<file path="src/rtl/dense_layer_seq.sv">
// rtl/dense_layer_seq.sv - sequential fully-connected layer with saturating MAC and result buffer
// Each lane group takes N_IN+1 MAC cycles (1-cycle ROM latency), one bias cycle and one store cycle.
module dense_layer_seq #(
  parameter int N_IN     = 64,
  parameter int N_OUT    = 48,
  parameter int LANES    = 1,
  parameter int IN_W     = 2,
  parameter int W_W      = 2,
  parameter int B_W      = 4,
  parameter int ACC_W    = 12,
  parameter int OUT_W    = 2,
  parameter int ACT_MODE = 0,
  localparam int WA_W    = $clog2(N_IN*N_OUT/LANES),
  localparam int BA_W    = (N_OUT/LANES > 1) ? $clog2(N_OUT/LANES) : 1,
  localparam int RA_W    = $clog2(N_OUT)
) (
  input  logic                     clk,
  input  logic                     rst_n,
  input  logic                     start,
  input  logic                     abort,
  input  logic [N_IN*IN_W-1:0]     in_flat,
  output logic [WA_W-1:0]          wrom_addr,
  input  logic [LANES*W_W-1:0]     wrom_data,
  output logic [BA_W-1:0]          brom_addr,
  input  logic [LANES*B_W-1:0]     brom_data,
  output logic                     busy,
  output logic                     done,
  output logic                     ovf,
  input  logic [RA_W-1:0]          read_addr,
  output logic [OUT_W-1:0]         read_data
);

  localparam int CNT_W = $clog2(N_IN+1);
  localparam int II_W  = $clog2(N_IN);
  localparam int P_W   = IN_W + W_W;
  localparam logic [CNT_W-1:0] CNT_LAST = CNT_W'(N_IN);
  localparam logic [CNT_W-1:0] CNT_ADDR_LAST = CNT_W'(N_IN-1);
  localparam logic [BA_W-1:0] GRP_LAST = BA_W'(N_OUT/LANES-1);
  localparam logic signed [ACC_W-1:0] O_MAX = ACC_W'((1 <<< (OUT_W-1)) - 1);
  localparam logic signed [ACC_W-1:0] O_MIN = ACC_W'(-(1 <<< (OUT_W-1)));

  typedef enum logic [2:0] {IDLE, MAC, BIAS, STORE, DONE} state_t;

  state_t                   state;
  logic [N_IN*IN_W-1:0]     in_reg;
  logic [CNT_W-1:0]         cnt;
  logic [BA_W-1:0]          grp;
  logic signed [ACC_W-1:0]  acc      [LANES];
  logic signed [ACC_W-1:0]  acc_mac  [LANES];
  logic signed [ACC_W-1:0]  acc_bias [LANES];
  logic signed [P_W-1:0]    prod     [LANES];
  logic [LANES-1:0]         clamp_mac;
  logic [LANES-1:0]         clamp_bias;
  logic [II_W-1:0]          x_sel;
  logic signed [IN_W-1:0]   x_cur;
  logic [OUT_W-1:0]         mem [N_OUT];

  // Top bit of the result flags a clamp; overflow shows as disagreeing top two sum bits.
  function automatic logic [ACC_W:0] sat_add(input logic signed [ACC_W-1:0] a,
                                             input logic signed [ACC_W-1:0] b);
    logic signed [ACC_W:0] s;
    s = {a[ACC_W-1], a} + {b[ACC_W-1], b};
    if (s[ACC_W] != s[ACC_W-1])
      return {1'b1, s[ACC_W], {(ACC_W-1){~s[ACC_W]}}};
    return {1'b0, s[ACC_W-1:0]};
  endfunction

  function automatic logic [OUT_W-1:0] act(input logic signed [ACC_W-1:0] a);
    logic [OUT_W-1:0] r;
    r = '0;
    if (ACT_MODE == 0) begin
      if (a > 0) r = OUT_W'(1);
      else if (a < 0) r = '1;
    end else if (ACT_MODE == 1) begin
      if (a > O_MAX) r = O_MAX[OUT_W-1:0];
      else if (a > 0) r = a[OUT_W-1:0];
    end else begin
      if (a > O_MAX) r = O_MAX[OUT_W-1:0];
      else if (a < O_MIN) r = O_MIN[OUT_W-1:0];
      else r = a[OUT_W-1:0];
    end
    return r;
  endfunction

  // Data arriving in MAC cycle cnt belongs to input index cnt-1.
  assign x_sel = II_W'(cnt - 1'b1);
  assign brom_addr = grp;
  assign read_data = (int'(read_addr) < N_OUT) ? mem[read_addr] : '0;

  always_comb begin
    x_cur = $signed(in_reg[int'(x_sel)*IN_W +: IN_W]);
    clamp_mac = '0;
    clamp_bias = '0;
    for (int l = 0; l < LANES; l++) begin
      prod[l] = x_cur * $signed(wrom_data[l*W_W +: W_W]);
      {clamp_mac[l], acc_mac[l]} = sat_add(acc[l], ACC_W'(prod[l]));
      {clamp_bias[l], acc_bias[l]} = sat_add(acc[l], ACC_W'($signed(brom_data[l*B_W +: B_W])));
    end
  end

  always_ff @(posedge clk or negedge rst_n) begin
    if (!rst_n) begin
      state     <= IDLE;
      busy      <= 1'b0;
      done      <= 1'b0;
      ovf       <= 1'b0;
      wrom_addr <= '0;
      grp       <= '0;
      cnt       <= '0;
      in_reg    <= '0;
      for (int l = 0; l < LANES; l++) acc[l] <= '0;
      for (int j = 0; j < N_OUT; j++) mem[j] <= '0;
    end else if (abort) begin
      state <= IDLE;
      busy  <= 1'b0;
      done  <= 1'b0;
    end else begin
      case (state)
        IDLE, DONE: if (start) begin
          in_reg    <= in_flat;
          grp       <= '0;
          cnt       <= '0;
          wrom_addr <= '0;
          for (int l = 0; l < LANES; l++) acc[l] <= '0;
          busy      <= 1'b1;
          done      <= 1'b0;
          ovf       <= 1'b0;
          state     <= MAC;
        end
        MAC: begin
          if (cnt != '0) begin
            for (int l = 0; l < LANES; l++) acc[l] <= acc_mac[l];
            if (|clamp_mac) ovf <= 1'b1;
          end
          if (cnt == CNT_LAST) begin
            state <= BIAS;
          end else begin
            cnt <= cnt + 1'b1;
            if (cnt < CNT_ADDR_LAST) wrom_addr <= wrom_addr + 1'b1;
          end
        end
        BIAS: begin
          for (int l = 0; l < LANES; l++) acc[l] <= acc_bias[l];
          if (|clamp_bias) ovf <= 1'b1;
          state <= STORE;
        end
        STORE: begin
          for (int l = 0; l < LANES; l++) mem[int'(grp)*LANES + l] <= act(acc[l]);
          if (grp == GRP_LAST) begin
            busy  <= 1'b0;
            done  <= 1'b1;
            state <= DONE;
          end else begin
            grp       <= grp + 1'b1;
            cnt       <= '0;
            wrom_addr <= wrom_addr + 1'b1;
            for (int l = 0; l < LANES; l++) acc[l] <= '0;
            state     <= MAC;
          end
        end
        default: state <= IDLE;
      endcase
    end
  end

endmodule
</file>
<file path="config.mk">
export PLATFORM = sky130hd
export DESIGN_NAME = dense_layer_seq
export DESIGN_NICKNAME = d
export VERILOG_FILES = /design/src/rtl/dense_layer_seq.sv
export SDC_FILE = /design/constraint.sdc
export NUM_CORES = 1
export LEC_CHECK = 0
export CAP_MARGIN = 15
export CORE_ASPECT_RATIO = 1.4
export CORE_MARGIN = 5
export CORE_UTILIZATION = 45
export DETAILED_ROUTE_END_ITERATION = 6
export GPL_TIMING_DRIVEN = 0
export PLACE_DENSITY_LB_ADDON = 0.05
export RECOVER_POWER = 100
export SYNTH_ARGS = -nofsm -noshare
export SYNTH_HDL_FRONTEND = slang
export SYNTH_SLANG_ARGS = --single-unit
</file>
<file path="constraint.sdc">
create_clock -name clk -period 14.9 [get_ports clk]
set_input_delay 2.98 -clock clk [delete_from_list [all_inputs] [get_ports clk]]
set_output_delay 2.98 -clock clk [all_outputs]
set_load 0.1 [all_outputs]
</file>
==> results.txt <==
CP Capture Type = asynchronous set/reset pin
area grow syn2layout = 22.47%
Multi-input gate area = 7161 um^2
wirelength, routed = 34930 um
async set-reset flop share out of synthesis = 100.0%
vias in the first global route = 10282
Num CTS Buffers = 29
CP Buf/Inv Count = 3
Post-synth EDFFs = 0
Clock Pin Slew Worst Setup and Hold Paths = 60 ps
DRT Pass-1 Iters = 5
final net count = 1497
FMAX = 103.5 MHz
final hold violation count = 0
layout cell share with drive strength beyond 1 = 27.12%
#FFs+latches synth = 267
TNS Setup = 0 ps
Worst Tran Pin Value = 4431 ps
Rows = 77
clock skew = 13.57 ps
maxcap violations = 2
Netlist Area Pre-Place = 14180 um^2
outcome = finished with violations
syn_nets = 1300
Core Area = 31410 um^2
sequential cell area = 6681 um^2
critical path cell sequence = clkbuf_1 > buf_16 > clkbuf_1
RR Startpoint = cnt[0]
Cell Count, Final, Fillers Out = 1727
Period minus WS final = 9663 ps
initial antenna violation count = 3
chip height = 220.0 um
post-route ant nets = 0
max incr delay on CP = 3010 ps
dpl cells = 1674
WP data required = 14640 ps
Primary FF master, synth = dfrtp_1
I/O pin cnt = 167
vias per cell = 5.550
RSZ-0062 raised after global routing = false
Die Width = 160.0 um
Routed WL per cell = 20.23 um
Port Buffers = 163
global route overflow = 0
first-pass GRT wire length = 56410 um
flop2flop setup slack = 6240 ps
period utilization = 64.85%
post-DP HPWL = 26520 um
Crit path depth = 3
worst-path fanout max = 114
Overall Power = 3.805 mW
Setup crit start kind = input pin
Max VDD drop = 0.0001638 V
slowest cell on the critical path = clkbuf_1
Longest Clk Path Bufs = 3
H-tree depth = 1
hold path cells = 1
Syn Inst Count = 1113
crit path kind = input pin to asynchronous set/reset pin
hold_buf cts = 0
CP arrival = 9410 ps
die area = 35210 um^2
post-layout util = 55.29%
Post-CTS Setup Bufs = 0
synth cell count leaders = 267 x dfrtp_1, 226 x mux2_2, 71 x mux4_2, 68 x nand2_1, 68 x nor2_1
sequential fraction of the synthesis area = 47.12%
CTS root buf = clkbuf_16
Clock Sinks = 267
PD cells = 219.1 nW/um^2
global-route usage over all layers = 20.08%
worst hold path type = flip-flop to flip-flop
top cell type's share of synthesized area = 47.12%
Critical path origin = rst_n
synthesis warning total = 0
Yosys top cell by area = dfrtp_1
CTS tree = yes
WHS Endpoint = mem[1]
Iteration-0 DRC Markers = 417
via count = 9585
Placer Congestion = 0.8010
max-slew violation count = 156
Hold Startpoint = mem[1]
most frequent CP cell = clkbuf_1
Filler cells = 2749
Max transition margin = -195.4%
reg2reg end = acc[8]
Register-to-Register Path Depth = 21
top post-synthesis cells by area = dfrtp_1 47%, mux2_2 18%, mux4_2 11%
post_cts resized = 0
Syn Area/Cell = 12.74 um^2
largest net degree at the start of global routing = 115
critical path's top delay family = buffers and inverters
Lkg Pwr = 7.494 nW
Clk Latency, worst-skew pair = 570 ps
most frequent cell after synthesis = dfrtp_1
DRC violation count after routing = 0
max reg flops = 128
Unique masters post-synth = 61
failing checks = capacitance limit, slew limit
Initial Utilization = 45.15%
final number of setup-violating endpoints = 0
==> stage by stage <==
step | hold WS (ps) | setup slack, ps | cell area [um^2]
final | 498.9 | 5237 | 17370
after floorplan | 473.8 | 5683 | 14180
after global placement | 481.6 | -1185 | 16310
after detailed placement | 489.6 | 5758 | 16380
after CTS | 502.4 | 5758 | 17420
after global routing | 511.6 | 3416 | 17360
==> kinds of logic after synthesis <==
family | Yosys count | share of synthesized area [%]
AOI/OAI and AO/OA | 159 | 7.112
xor gates and xnor gates | 30 | 1.853
adders and majority gates | 45 | 4.094
buffers and inverters | 83 | 2.435
DFF | 267 | 47.12
muxes | 303 | 29.78
and+or+nand+nor | 226 | 7.606
==> final cells by class <==
cell class | instances | area share [%]
clock inverter | 10 | 1.002
inverter | 19 | 0.4107
buffer | 64 | 1.455
tap | 395 | 2.846
sequential | 267 | 38.48
antenna | 1 | 0.01441
timing repair buffer | 166 | 9.583
clock buffer | 42 | 4.979
multi-input combinational | 763 | 41.23
==> how the worst max path moves through the flow <==
stage / slack (ps) / end
finish: 5240 / in_reg[83]
global route: 3420 / in_reg[23]
CTS: 5760 / read_data[0]
detailed placement: 5760 / read_data[0]
global placement: -1190 / in_reg[81]
floorplan: 5680 / read_data[0]
==> worst register-to-register path: stages, from the launching register on <==
cell	delay, ps
dfrtp_1	380
clkbuf_1	780
clkbuf_1	570
inv_1	100
ha_1	300
clkbuf_1	360
clkbuf_1	730
mux4_2	420
mux4_1	550
mux4_2	570
mux2_1	490
ha_1	350
ha_1	290
clkbuf_1	180
a21oi_1	170
o21a_1	220
a21boi_0	600
o21bai_1	290
xor2_1	220
xnor2_1	560
o21ai_0	230
a31oi_1	230
==> cell usage in the layout (no fill, tap or decap), drive strengths merged, types with 5 or more instances in the layout <==
cell | netlist | routed
mux4 | 72 | 72
a21oi | 32 | 32
xor2 | 14 | 14
inv | 19 | 20
o211ai | 5 | 5
o31ai | 6 | 6
and2 | 9 | 9
a31oi | 15 | 15
mux2 | 228 | 228
nand2b | 10 | 10
buf | 23 | 10
clkbuf | 41 | 100
nand3 | 7 | 7
nand3b | 8 | 8
dfrtp | 267 | 267
and3 | 11 | 11
nand2 | 68 | 68
nand4 | 6 | 6
ha | 40 | 40
xnor2 | 16 | 16
a21o | 12 | 12
o21ai | 54 | 54
clkdlybuf4s50 | 0 | 137
dlygate4sd3 | 0 | 25
nor2 | 68 | 68
nor3b | 6 | 6
or2 | 5 | 5
nor2b | 8 | 8
nor3 | 9 | 9
==> layer usage <==
layer  vias to the layer above  wire [um]  track usage (%)
met3                        43       2095            4.920
met1                      4830      13780            23.57
met2                       186      18320            36.94
met5                         -         19                0
met4                         4        722            5.050
li1                       4522          -                -
==> where the power goes <==
part	switching [mW]	internal, mW
Clock	0.301	0.472
Combinational	1.10	0.938
Sequential	0.103	0.888
Total	1.51	2.30
Note: power is estimated with default switching activity, not from simulation.
